**config.mk**
```make
export PLATFORM = sky130hd
export DESIGN_NAME = fxp_div_iter
export DESIGN_NICKNAME = d
export VERILOG_FILES = /design/src/rtl/fxp_div_iter.sv
export SDC_FILE = /design/constraint.sdc
export NUM_CORES = 1
export LEC_CHECK = 0
export ABC_AREA = 1
export ABC_CLOCK_PERIOD_IN_PS = 2900
export CAP_MARGIN = 10
export CORE_ASPECT_RATIO = 1.75
export CORE_UTILIZATION = 45
export CTS_CLUSTER_DIAMETER = 80
export CTS_CLUSTER_SIZE = 8
export DETAILED_ROUTE_END_ITERATION = 7
export PLACE_DENSITY = 0.63
export RECOVER_POWER = 50
export SLEW_MARGIN = 25
export SYNTH_ARGS = -nofsm -noshare
export SYNTH_HDL_FRONTEND = slang
export SYNTH_SLANG_ARGS = --single-unit
```
**constraint.sdc**
```tcl
create_clock -name i_clk -period 2.9 [get_ports i_clk]
set_input_delay 0.87 -clock i_clk [delete_from_list [all_inputs] [get_ports i_clk]]
set_output_delay 0.87 -clock i_clk [all_outputs]
set_load 0.1 [all_outputs]
```
**src/rtl/fxp_div_iter.sv**
```systemverilog
// fxp_div_iter -- iterative radix-2 restoring fixed-point divider.
//
// Computes q = a / b on W-bit words that share FRAC fractional bits. One
// quotient bit is produced per cycle (W+FRAC iterations), followed by a
// fix-up cycle that applies rounding, saturation and divide-by-zero handling.
// Operands and results use valid/ready handshakes, so the block tolerates
// back-pressure from the consumer.
//
// Parameters:
//   W        word width of a, b and q (a and q are two's complement)
//   FRAC     fractional bits of a, b and q (0 <= FRAC < W)
//   B_SIGNED 0: b is an unsigned magnitude, 1: b is two's complement
//   ROUND    0: truncate toward zero, 1: round half away from zero
//
// Ports:
//   i_clk    clock, all state on the rising edge
//   i_rst_n  asynchronous active-low reset
//   i_valid  operand valid          o_ready  divider can accept operands
//   i_a      dividend (signed)      i_b      divisor (signedness per B_SIGNED)
//   o_valid  result valid           i_ready  consumer accepts result
//   o_q      quotient, signed, FRAC fractional bits
//   o_ovf    quotient saturated     o_dz     divide by zero
module fxp_div_iter #(
  parameter int W        = 16,
  parameter int FRAC     = 14,
  parameter int B_SIGNED = 0,
  parameter int ROUND    = 0
) (
  input  logic         i_clk,
  input  logic         i_rst_n,
  input  logic         i_valid,
  output logic         o_ready,
  input  logic [W-1:0] i_a,
  input  logic [W-1:0] i_b,
  output logic         o_valid,
  input  logic         i_ready,
  output logic [W-1:0] o_q,
  output logic         o_ovf,
  output logic         o_dz
);

  localparam int N  = W + FRAC;
  localparam int CW = $clog2(N + 1);

  localparam logic [N:0]   LIM_POS = ((N+1)'(1) << (W - 1)) - (N+1)'(1);
  localparam logic [N:0]   LIM_NEG = (N+1)'(1) << (W - 1);
  localparam logic [W-1:0] Q_MAX   = {1'b0, {(W-1){1'b1}}};
  localparam logic [W-1:0] Q_MIN   = {1'b1, {(W-1){1'b0}}};

  typedef enum logic [1:0] {IDLE, CALC, FIX, DONE} state_t;

  state_t        state_q;
  logic [CW-1:0] cnt_q;
  logic [N-1:0]  dvd_q;     // shifted dividend; quotient bits enter at the LSB
  logic [W-1:0]  rem_q;     // partial remainder, always < divisor
  logic [W-1:0]  dvs_q;     // divisor magnitude
  logic          sign_q;    // sign of the quotient
  logic          a_neg_q;   // sign of the dividend, selects the dz result
  logic          o_ready_q;
  logic          o_valid_q;
  logic [W-1:0]  o_q_q;
  logic          o_ovf_q;
  logic          o_dz_q;

  // Operand conditioning. The most-negative value maps to 2^(W-1) as an
  // unsigned magnitude, so no wrap occurs.
  logic         a_neg_d;
  logic         b_neg_d;
  logic [W-1:0] a_mag_d;
  logic [W-1:0] b_mag_d;

  // One restoring step.
  logic [W:0]   rem_sh_d;
  logic         qbit_d;
  logic [W-1:0] rem_d;

  // Fix-up of the finished quotient.
  logic         round_inc_d;
  logic [N:0]   m_d;
  logic         over_d;
  logic [W-1:0] q_d;

  always_comb begin
    a_neg_d = i_a[W-1];
    b_neg_d = (B_SIGNED != 0) ? i_b[W-1] : 1'b0;
    a_mag_d = a_neg_d ? (~i_a + 1'b1) : i_a;
    b_mag_d = b_neg_d ? (~i_b + 1'b1) : i_b;

    rem_sh_d = {rem_q, dvd_q[N-1]};
    qbit_d   = (rem_sh_d >= {1'b0, dvs_q});
    rem_d    = qbit_d ? W'(rem_sh_d - {1'b0, dvs_q}) : rem_sh_d[W-1:0];

    // 2*rem >= |b| is the "fraction >= 1/2" test for half-away rounding.
    round_inc_d = (ROUND != 0) && ({rem_q, 1'b0} >= {1'b0, dvs_q});
    m_d         = {1'b0, dvd_q} + (N+1)'(round_inc_d);
    over_d      = m_d > (sign_q ? LIM_NEG : LIM_POS);

    if (dvs_q == '0) begin
      q_d = a_neg_q ? Q_MIN : Q_MAX;
    end else if (over_d) begin
      q_d = sign_q ? Q_MIN : Q_MAX;
    end else begin
      q_d = sign_q ? (~m_d[W-1:0] + 1'b1) : m_d[W-1:0];
    end
  end

  always_ff @(posedge i_clk or negedge i_rst_n) begin
    if (!i_rst_n) begin
      state_q   <= IDLE;
      cnt_q     <= '0;
      dvd_q     <= '0;
      rem_q     <= '0;
      dvs_q     <= '0;
      sign_q    <= 1'b0;
      a_neg_q   <= 1'b0;
      o_ready_q <= 1'b1;
      o_valid_q <= 1'b0;
      o_q_q     <= '0;
      o_ovf_q   <= 1'b0;
      o_dz_q    <= 1'b0;
    end else begin
      case (state_q)
        IDLE: begin
          if (i_valid && o_ready_q) begin
            sign_q    <= a_neg_d ^ b_neg_d;
            a_neg_q   <= a_neg_d;
            dvd_q     <= N'(a_mag_d) << FRAC;
            dvs_q     <= b_mag_d;
            rem_q     <= '0;
            cnt_q     <= '0;
            o_ready_q <= 1'b0;
            o_ovf_q   <= 1'b0;
            o_dz_q    <= 1'b0;
            state_q   <= CALC;
          end
        end
        CALC: begin
          rem_q <= rem_d;
          dvd_q <= {dvd_q[N-2:0], qbit_d};
          if (cnt_q == CW'(N - 1)) begin
            state_q <= FIX;
          end else begin
            cnt_q <= cnt_q + 1'b1;
          end
        end
        FIX: begin
          o_q_q   <= q_d;
          o_dz_q  <= (dvs_q == '0);
          o_ovf_q <= (dvs_q != '0) && over_d;
          state_q <= DONE;
        end
        DONE: begin
          // Result registers settle on DONE entry; o_valid follows one
          // cycle later so the full latency is N+2 edges.
          if (!o_valid_q) begin
            o_valid_q <= 1'b1;
          end else if (i_ready) begin
            o_valid_q <= 1'b0;
            o_ready_q <= 1'b1;
            state_q   <= IDLE;
          end
        end
        default: state_q <= IDLE;
      endcase
    end
  end

  assign o_ready = o_ready_q;
  assign o_valid = o_valid_q;
  assign o_q     = o_q_q;
  assign o_ovf   = o_ovf_q;
  assign o_dz    = o_dz_q;

endmodule
```
; ---- Word-level counts from Yosys, hierarchy flattened
; Cells that the tools add are included.
[word_totals]
regBits = 90
word_cells = 69
[classes]
add_sub_neg = 4
order_cmp = 2
n_eq_ne = 9
n_mux = 27
n_bitwise = 2
n_reduce_logical = 14
[op_table]
columns = cell, count
row1 = 16-bit 2-to-1 mux, 8
row2 = 30-bit case mux with 2 select lines, 1
row3 = "16-bit by 1-bit adder with 16-bit output, second input constant", 2
row4 = 16-bit NOT, 2
row5 = 16-bit case mux with 2 select lines, 1
row6 = 30-bit by 16-bit > comparator with 1-bit output, 1
row7 = 30-bit 2-to-1 mux, 1
row8 = 17-bit by 16-bit >= comparator with 1-bit output, 1
row9 = 16-bit zero test, 1
row10 = 16-bit nonzero test, 1
row11 = 16-bit subtractor, 1
row12 = 5-bit 2-to-1 mux, 2
row13 = "2-bit inequality test, second input constant", 5
row14 = 5-bit case mux with 2 select lines, 1
row15 = 2-bit 2-to-1 mux, 4
row16 = 2-bit case mux with 4 select lines, 1
row17 = 4-bit AND reduction, 2
row18 = 1-bit case mux with 2 select lines, 3
row19 = 2-bit AND reduction, 3
row20 = 2-bit nonzero test, 3
row21 = "5-bit by 1-bit adder with 5-bit output, second input constant", 1
row22 = "5-bit == test, second input constant", 1
row23 = 1-bit 2-to-1 mux, 5
row24 = "2-bit == test, second input constant", 2
row25 = 4 further kinds, 5

; ---- Depth between registers and ports, before layout
; Gate-level depths: netlist of the first run.
[depth]
word_depth = 5
ltp_mapped = 17
mapped_depth_nobuf = 17

; ---- Worst setup path before layout of the first run
; No wires, ideal clock.
[synth_path]
path_kind = register -> register
start = register a_neg_q
end = register o_q_q[11], in the netlist o_q[11]
setup_ps = 120
arrival_ps = 2089
path_slack_ps = 691
path_stages_with_launch = 13
path_buffers = 1
path_cell_list = dfrtp_1 > clkinv_1 > ha_1 > nand2_1 > inv_1 > nand3_1 > nor2_1 > nand3_1 > nand2_2 > buf_2 > nand3b_1 > nand3_1 > nand2_1
[synth_via]
elab_chain_len = 4
word_cells_on_any_way = 6
classes_between = order compare (1) / mux (5)
[synth_rtl]
columns = element, line_no
row1 = from (decl), 58  ; logic a_neg_q;
row2 = from (signal assigned), 126  ; a_neg_q <= a_neg_d;
row3 = 16-bit 2-to-1 mux, n/a
row4 = 30-bit by 16-bit > comparator with 1-bit output, n/a
row5 = 16-bit 2-to-1 mux, n/a
row6 = 16-bit 2-to-1 mux (*), 98  ; if (dvs_q == '0) begin
row7 = to (signal assigned), 147  ; o_q_q <= q_d;
row8 = to (decl), 61  ; logic [W-1:0] o_q_q;
; Every way passes the cells marked *; elsewhere a longest branch is shown, timed or not.
; A chain may end at the register's enable or synchronous reset.

; ---- Final worst setup path of the first run
[layout_path]
start = register o_q_q[14], in the netlist o_q[14]
end = output port o_q[14]
[layout_rtl]
columns = element, line_no
row1 = to (decl), 37  ; output logic [W-1:0] o_q,
; No word-level cell between the ends.

==> results.yml, run 1 <==
route:
  vias_per_cell: 5.36
  route.antenna.remaining_nets: 0
  route.detailed.drc: 0
  drtIter0Drc: 260
  dr.pass1.iters: 5
  wl_per_cell_um: 15.3
  dr_total_vias: 5588
  wl_um: 16000
pwr:
  power_density_nw_per_um2: 1270
  ir_drop_v: 0.000609
  leakagePower_uw: 0.00351
  p_total_uw: 9020
worst_setup_path:
  crit_family: "buffers and inverters"
  crit_end: "o_q[14]"
  r2r_setup_slack_ns: 0.49
  cpPeakStageDelay_ns: 0.87
  path_buf_inv: 1
  cp-start-kind: "flip-flop"
  crit_cells: 1
  crit_type: "flip-flop to output pin"
  crit_path_cell_trace: "clkbuf_1"
  cp_max_fo: 2
  required_ns: 2.03
  r2r_end: "o_q[9]$_DFFE_PN0P_"
  reg2reg_from: "a_neg_q$_DFFE_PN0P_"
  critPathArrivalTime_ns: 1.57
  slowest_stage: "clkbuf_1"
  cp-end-kind: "output pin"
  rr_worst_depth: 15
  crit_start: "o_q[14]$_DFFE_PN0P_"
global_route:
  antenna_found_initial: 0
  grt_max_degree: 41
  track_usage_pct: 23.8
  grt_pass1_vias: 5598
  grt_pass1_wl_um: 26500
  grt_overflow_total: 0
synthesis:
  synthArstFlopShare_pct: 100
  synthTopCellsByCount: "191 x nand2_1, 103 x inv_1, 89 x dfrtp_1, 66 x nand3_1, 54 x o21ai_0"
  ys_seq_elements: 90
  synth-edff-count: 0
  yosysTopAreaCellShare_pct: 36.0
  synth_flop_cell: "dfrtp_1"
  seq_area_frac_synth_pct: 36.4
  yosysUniqueCellTypes: 45
  synth.most_common_cell: "nand2_1"
  synth-warning-count: 0
  yosys.area.top_type: "dfrtp_1"
  yosys-top-cells-area: "dfrtp_1 36%, nand2_1 12%, ha_1 8.3%"
  avgSynthCellArea_um2: 7.60
  synthCells: 814
  synth_area_um2: 6180
  syn_nets: 892
timing:
  slew_headroom_pct: 22.1
  rsz0062_at_grt: "no"
  post-route-period-util_pct: 84.0
  layout_min_cycle_time_ns: 2.44
  max_freq_mhz: 410
  hold_viol: 0
  drv_slew: 0
  finalSetupViolations: 0
  fin_setup_tns_ns: 0
  tightest_slew_ns: 1.17
  fin_worst_skew_ns: 0.0113
floorplan:
  die_w_um: 90.6
  die_h_um: 157
  num_rows: 56
  io_pins: 56
  die_area_um2: 14200
  initial_core_util_pct: 46.2
  core_area_um2: 13400
final_layout:
  finalInstanceArea_um2: 7090
  area_growth_pct: 14.6
  diodes: 0
  final_layout_size_suffix_gt1_share_pct: 9.90
  num-nets-final: 942
clocking:
  clockRootBuffer: "clkbuf_16"
  clkTransAtPathRegs_ns: 0.07
  post_cts_buffers: 0
  cts_tree: "yes"
  clock_latency_ns: 0.35
  cts_resized: 0
  cts_hold_buf: 0
  clockBufferDepth: 2
  cts_sinks: 90
  htreeDepth: 3
  cts_made_buffers: 9
place:
  hpwl_um: 12400
  port_buffers: 55
  routabilityCongestion: 0.931
  postPlaceCellArea_um2: 6840
flow_run:
  drv_cap: 0
worst_hold_path:
  holdPathStages: 2
  worstHoldStart: "o_q[7]$_DFFE_PN0P_"
  hold_path_class: "flip-flop to flip-flop"
outcome:
  status: "completed"
-- flip-flops by register name, indices dropped and copies added, names as in the netlist, 2 cells and up --
signal	cells
rem_q	16
cnt_q	5
dvd_q	30
o_q	16
dvs_q	16
state_q	2
-- per-stage QoR --
step | cells | hold slack (ns) | setup slack [ns] | util (%)
finish | 1043 | 0.481 | 0.464 | 53.0
global route | 1043 | 0.498 | 0.220 | 53.0
CTS | 1043 | 0.486 | 0.482 | 53.3
detailed placement | 1027 | 0.467 | 0.155 | 51.1
global placement | 1027 | 0.463 | 0.177 | 51.1
floorplan | 814 | 0.449 | 0.691 | -
-- metal layers --
layer	vias up	part of all wire, %	GRT usage [%]
li1	2776	-	-
met1	2683	36	22.8
met2	92	58	48.5
met3	37	1.9	2.80
met4	0	4.2	12.2
met5	-	0	0
-- cells in the final DEF (no fill, tap or decap), drive strengths merged, types with 7 or more instances in the layout --
master / n
buf: 22
o211ai: 7
nor2: 54
o21ai: 71
nor3: 8
nand2: 207
dfrtp: 89
ha: 41
nand4: 10
inv: 108
nand3: 75
a21oi: 39
clkbuf: 20
xor2: 19
clkdlybuf4s50: 33
nand3b: 15
o22ai: 16
xnor2: 7
-- worst min path at each step --
| stage | slack [ns] | endpoint |
|---|---|---|
| floorplan | 0.45 | dvd_q[26]$_DFFE_PN0P_ |
| global placement | 0.46 | o_q[7]$_DFFE_PN0P_ |
| detailed placement | 0.47 | o_q[7]$_DFFE_PN0P_ |
| CTS | 0.49 | o_q[7]$_DFFE_PN0P_ |
| global route | 0.50 | o_q[13]$_DFFE_PN0P_ |
| finish | 0.48 | o_q[7]$_DFFE_PN0P_ |
-- cell families after synthesis --
| kind of cell | Yosys count | share of synthesized area (%) |
|---|---|---|
| compound gates | 145 | 13.5 |
| xor+xnor | 26 | 3.68 |
| fa+ha+maj | 42 | 8.62 |
| buf+inv | 134 | 9.08 |
| flops | 90 | 36.4 |
| mux | 1 | 0.162 |
| simple gates | 376 | 28.5 |
-- power by group --
part / total (µW) / switching (µW) / leakage [µW] / internal (µW)
clock: 1190 / 517 / 0.000138 / 677
sequential: 2080 / 313 / 0.00115 / 1770
combinational: 5750 / 4040 / 0.00222 / 1720
total: 9020 / 4870 / 0.00351 / 4160
-- layout make-up --
cell class                      instances  area, µm²
Clock buffer                           11        233
Clock inverter                          5       65.1
Fill cell                            1322       6290
Inverter                              108        405
Multi-Input combinational cell        590       3370
Sequential cell                        90       2250
Tap cell                              174        218
Timing Repair Buffer                   65        542
Note: power is estimated with default switching activity, not from simulation.
==> run 2, diff against run 1 <==
--- a/config.mk
+++ b/config.mk
@@ -6,7 +6,7 @@
 export NUM_CORES = 1
 export LEC_CHECK = 0
 export ABC_AREA = 1
-export ABC_CLOCK_PERIOD_IN_PS = 2900
+export ABC_CLOCK_PERIOD_IN_PS = 2300
 export CAP_MARGIN = 10
 export CORE_ASPECT_RATIO = 1.75
 export CORE_UTILIZATION = 45
==> constraint.sdc (replaced) <==
create_clock -name i_clk -period 2.3 [get_ports i_clk]
set_input_delay 0.69 -clock i_clk [delete_from_list [all_inputs] [get_ports i_clk]]
set_output_delay 0.69 -clock i_clk [all_outputs]
set_load 0.1 [all_outputs]
==> results.yml, run 2 (same netlist as run 1, synthesis figures left out) <==
outcome:
  status: "completed"
route:
  wl_per_cell_um: 15.2
  route.detailed.drc: 0
  wl_um: 16400
  drtIter0Drc: 254
  dr.pass1.iters: 5
  route.antenna.remaining_nets: 0
  dr_total_vias: 5692
  vias_per_cell: 5.29
worst_setup_path:
  r2r_end: "rem_q[1]$_DFFE_PN0P_"
  crit_cells: 12
  crit_path_cell_trace: "clkdlybuf4s50_1 > inv_1 > ha_1 > nand3_2 > nor3_2 > nand3_1 > nor2_2 > nand2_1 > nand2_1 > nor2_1 > o21ai_1 > nand2_1"
  rr_worst_depth: 11
  cpPeakStageDelay_ns: 0.45
  critPathArrivalTime_ns: 2.45
  reg2reg_from: "dvs_q[8]$_DFFE_PN0P_"
  required_ns: 2.54
  crit_family: "simple AND/OR/NAND/NOR gates"
  slowest_stage: "clkdlybuf4s50_1"
  path_common_cell: "nand2_1"
  crit_start: "i_a[1]"
  r2r_setup_slack_ns: 0.09
  path_buf_inv: 2
  crit_type: "input pin to flip-flop"
  crit_end: "dvd_q[24]$_DFFE_PN0P_"
  cp-end-kind: "flip-flop"
  cp-start-kind: "input pin"
  cp_max_fo: 3
clocking:
  clockRootBuffer: "clkbuf_16"
  clkTransAtPathRegs_ns: 0.07
  cts_sinks: 90
  cts_tree: "yes"
  cts_made_buffers: 9
  clock_latency_ns: 0.35
  clockBufferDepth: 2
  htreeDepth: 3
timing:
  fin_worst_skew_ns: 0.0110
  slew_headroom_pct: 36.8
  finalSetupViolations: 0
  tightest_slew_ns: 0.948
  max_freq_mhz: 452
  post-route-period-util_pct: 96.2
  drv_slew: 0
  rsz0062_at_grt: "yes"
  layout_min_cycle_time_ns: 2.21
  hold_viol: 0
  hold_ws_ns: 0.480
place:
  hpwl_um: 12700
  place_inst: 1058
  routabilityCongestion: 0.966
  port_buffers: 55
floorplan:
  die_w_um: 90.6
  core_area_um2: 13400
  die_area_um2: 14200
  io_pins: 56
  initial_core_util_pct: 46.2
  num_rows: 56
  die_h_um: 157
worst_hold_path:
  hold_path_class: "input pin to async pin"
final_layout:
  diodes: 0
  mostFrequentLayoutCells: "191 x nand2_1, 103 x inv_1, 89 x dfrtp_1, 64 x nand3_1, 53 x o21ai_0"
  fin_cells: 1075
  largest_reg_flops: 30
  area_growth_pct: 20.3
  num-nets-final: 974
  fillers: 1284
  final_layout_size_suffix_gt1_share_pct: 14.9
  max_flop_register: "dvd_q"
  final_common_cell: "nand2_1"
pwr:
  ir_drop_v: 0.000733
  combPwrFrac_pct: 65.8
  power.switching_uw: 6310
  p_int_uw: 5530
  clockPowerShare_pct: 11.9
  power_density_nw_per_um2: 1590
  leakagePower_uw: 0.00371
  power_switching_share_pct: 53.3
  seqPwrFrac_pct: 22.2
flow_run:
  drv_cap: 0
global_route:
  track_usage_pct: 24.3
  grt_pass1_vias: 5862
  grt_overflow_total: 0
  antenna_found_initial: 0
  grt_pass1_wl_um: 27100
  grt_max_degree: 38
-- run 2: changes by cell type in the layout (fill, tap and decap cells not counted), moves of 2 or more --
cell	before	now
clkbuf_1	9	2
nor3_1	6	4
nor2_1	50	48
nand3_2	9	11
nand3_1	66	64
clkbuf_2	2	7
buf_12	0	4
nor3_2	0	2
buf_4	22	51
a21oi_1	37	35
nand2_2	12	10
nor2_2	2	4
-- run 2: final cells by class --
cell class / count / area, µm² / area share [%]
Sequential cell: 90 / 2250 / 30.3
Multi-Input combinational cell: 590 / 3440 / 46.2
Clock inverter: 6 / 50.0 / 0.673
Tap cell: 174 / 218 / 2.93
Timing Repair Buffer: 97 / 845 / 11.4
Clock buffer: 10 / 229 / 3.08
Inverter: 108 / 405 / 5.45
-- run 2: metrics by stage --
stage	power, µW	worst slack, ns	instance area [µm²]	TNS, ns	util (%)
2_1_floorplan	8370	0.0912	6180	0	-
3_3_place_gp	10200	-0.281	7130	-1.38	53.3
3_5_place_dp	10400	-0.262	7130	-1.74	53.3
4_1_cts	11800	0.0593	7410	0	55.4
5_1_grt	12800	-0.0523	7440	-0.135	55.6
6_report	11800	0.0871	7440	0	55.6
-- run 2: power by group through the flow --
stage	sequential [µW]	clock [µW]	combinational (µW)
after global placement	2630	0	7600
after CTS	2640	1440	7760
after detailed placement	2660	0	7720
after global routing	2710	1500	8600
after floorplan	3780	0	4590
final	2630	1410	7800
-- run 2: worst register-to-register path, stage by stage (launching register included) --
cell	delay, ns
dfrtp_1	0.34
inv_1	0.07
ha_1	0.36
a21oi_1	0.29
nand2_1	0.16
a21oi_4	0.21
nand2_4	0.08
nand2_4	0.13
nand2_8	0.14
nand2_1	0.10
nand2_1	0.04
o21ai_0	0.18
-- run 2: layer usage --
| layer | global-route usage (%) | vias to the layer above | share of wire (%) |
|---|---|---|---|
| li1 | - | 2833 | - |
| met1 | 23.5 | 2676 | 36 |
| met2 | 47.3 | 119 | 56 |
| met3 | 3.62 | 64 | 2.3 |
| met4 | 15.4 | 0 | 6.0 |
| met5 | 0 | - | 0 |
-- run 2: worst min-delay path by stage --
| stage | end | from | slack [ns] | depth (start not counted) |
|---|---|---|---|---|
| 4_1_cts | dvd_q[26]$_DFFE_PN0P_ | i_rst_n | 0.34 | 1 |
| 6_report | dvd_q[12]$_DFFE_PN0P_ | i_rst_n | 0.48 | 1 |
| 2_1_floorplan | a_neg_q$_DFFE_PN0P_ | i_rst_n | 0.39 | 0 |
| 5_1_grt | o_q[6]$_DFFE_PN0P_ | o_q[6]$_DFFE_PN0P_ | 0.50 | 2 |
| 3_5_place_dp | o_q[6]$_DFFE_PN0P_ | o_q[6]$_DFFE_PN0P_ | 0.47 | 2 |
| 3_3_place_gp | o_q[1]$_DFFE_PN0P_ | o_q[1]$_DFFE_PN0P_ | 0.47 | 2 |
-- run 2: what timing repair did --
item                       CTS  global route
setup endpoints to repair    0            30
setup buffers                0             1
resized for setup            0            14
hold buffers                 0             0
==> run 3, diff against run 2 <==
--- a/config.mk
+++ b/config.mk
@@ -6,16 +6,17 @@
 export NUM_CORES = 1
 export LEC_CHECK = 0
 export ABC_AREA = 1
-export ABC_CLOCK_PERIOD_IN_PS = 2300
+export ABC_CLOCK_PERIOD_IN_PS = 1980
 export CAP_MARGIN = 10
 export CORE_ASPECT_RATIO = 1.75
 export CORE_UTILIZATION = 45
 export CTS_CLUSTER_DIAMETER = 80
 export CTS_CLUSTER_SIZE = 8
 export DETAILED_ROUTE_END_ITERATION = 7
-export PLACE_DENSITY = 0.63
+export MAX_ROUTING_LAYER = met4
+export PLACE_DENSITY = 0.65
 export RECOVER_POWER = 50
-export SLEW_MARGIN = 25
+export SLEW_MARGIN = 10
 export SYNTH_ARGS = -nofsm -noshare
 export SYNTH_HDL_FRONTEND = slang
 export SYNTH_SLANG_ARGS = --single-unit
==> constraint.sdc (replaced) <==
create_clock -name i_clk -period 1.98 [get_ports i_clk]
set_input_delay 0.594 -clock i_clk [delete_from_list [all_inputs] [get_ports i_clk]]
set_output_delay 0.594 -clock i_clk [all_outputs]
set_load 0.1 [all_outputs]
==> results.yml, run 3 (same netlist as run 1, synthesis figures left out) <==
flow_run:
  drv_cap: 0
place:
  port_buffers: 55
  hpwl_um: 13400
  routabilityCongestion: 0.960
  post-place-ws_ns: -0.520
final_layout:
  diodes: 0
  area_growth_pct: 48.9
  max_flop_register: "dvd_q"
  final_common_cell: "nand2_1"
  largest_reg_flops: 30
  mostFrequentLayoutCells: "168 x nand2_1, 97 x buf_4, 87 x dfrtp_1, 84 x inv_1, 48 x nand3_1"
  final_layout_size_suffix_gt1_share_pct: 32.7
  num-nets-final: 1060
timing:
  post-route-period-util_pct: 109
  hold_viol: 0
  fin_worst_skew_ns: 0.00434
  finalSetupViolations: 31
  tightest_slew_ns: 1.02
  drv_slew: 0
  finalWorstSetupSlack_ns: -0.182
  max_freq_mhz: 462
  slew_headroom_pct: 32.0
  layout_min_cycle_time_ns: 2.16
  rsz0062_at_grt: "yes"
global_route:
  antenna_found_initial: 0
  grt_pass1_wl_um: 30700
  grt_pass1_vias: 6508
  grt_overflow_total: 0
  track_usage_pct: 28.5
  grt_max_degree: 40
clocking:
  cts_tree: "yes"
  htreeDepth: 3
  cts_sinks: 90
  clockRootBuffer: "clkbuf_16"
  clkTransAtPathRegs_ns: 0.07
  cts_made_buffers: 9
  clock_latency_ns: 0.36
  clockBufferDepth: 2
pwr:
  leakagePower_uw: 0.00437
  p_total_uw: 18100
  ir_drop_v: 0.00116
  power_density_nw_per_um2: 1960
route:
  dr.pass1.iters: 4
  vias_per_cell: 5.44
  wl_um: 19800
  dr_total_vias: 6320
  wl_per_cell_um: 17.1
  route.antenna.remaining_nets: 0
  route.detailed.drc: 0
  drtIter0Drc: 298
floorplan:
  die_area_um2: 14200
  core_area_um2: 13400
  initial_core_util_pct: 46.2
  die_w_um: 90.6
  num_rows: 56
  io_pins: 56
  die_h_um: 157
worst_setup_path:
  cp-start-kind: "flip-flop"
  critPathArrivalTime_ns: 2.41
  cp_max_fo: 7
  cp-end-kind: "flip-flop"
  crit_type: "flip-flop to flip-flop"
  required_ns: 2.23
  rr_worst_depth: 16
outcome:
  status: "finished with violations"
  violations: "setup timing"
worst_hold_path:
  hold_path_class: "input pin to async pin"
[run 3: layout make-up]
cell class	count	area [µm²]
clock buffer	10	229
clock inverter	6	96.3
fill	1049	4180
inverter	108	407
multi-input combinational	593	4130
sequential	90	2260
tap	174	218
timing repair buffer	180	1880
[run 3: final timing paths]
check,start,endpoint,slack [ns]
worst max-delay path,a_neg_q$_DFFE_PN0P_,o_q[5]$_DFFE_PN0P_,-0.18
worst min-delay path,i_rst_n,dvd_q[19]$_DFFE_PN0P_,0.23
worst max register to register,a_neg_q$_DFFE_PN0P_,o_q[5]$_DFFE_PN0P_,-0.18
worst min register to register,dvd_q[26]$_DFFE_PN0P_,dvd_q[26]$_DFFE_PN0P_,0.48
max in group asynchronous,i_rst_n,a_neg_q$_DFFE_PN0P_,0.31
min in group i_clk,dvd_q[26]$_DFFE_PN0P_,dvd_q[26]$_DFFE_PN0P_,0.48
[run 3: routing by layer]
metal / GRT usage (%) / share of wire (%)
met2: 53.6 / 56
met5: - / 0
met4: 22.0 / 7.3
met3: 2.13 / 2.9
met1: 26.5 / 34
[run 3: report_power, final]
group | switching (µW) | leakage (µW) | total, µW | internal [µW]
Sequential | 667 | 0.00114 | 3260 | 2590
Clock | 807 | 0.000156 | 1930 | 1130
Combinational | 7470 | 0.00307 | 12900 | 5420
[run 3: stage by stage]
step | TNS, ns | hold WS (ns) | cells | area, µm² | util, %
detailed placement | -9.99 | 0.462 | 1112 | 7830 | 58.5
CTS | -0.944 | 0.0864 | 1147 | 8780 | 65.6
finish | -2.89 | 0.234 | 1161 | 9210 | 68.8
floorplan | 0 | 0.298 | 814 | 6190 | -
global placement | -8.58 | 0.460 | 1112 | 7830 | 58.5
global route | -6.08 | 0.278 | 1161 | 9210 | 68.8
[run 3: critical path, cell delays in order, from the launching register on]
cell	delay (ns)
dfrtp_2	0.47
buf_6	0.17
ha_1	0.29
nand2_1	0.06
inv_2	0.08
nand3_4	0.08
nor2_4	0.11
nand2_1	0.06
nand2_1	0.06
nand2_1	0.05
nand2_2	0.07
nand2_4	0.09
nand2_4	0.09
nand2_8	0.07
clkbuf_16	0.16
nand3_1	0.07
nand2_1	0.05
[run 3: timing repair]
action	4_1_cts	5_1_grt
buffers inserted	17	12
hold buffers	0	0
gates resized for setup	85	82
pin swaps	25	25
gates cloned	3	2
endpoints found under the setup margin	39	42
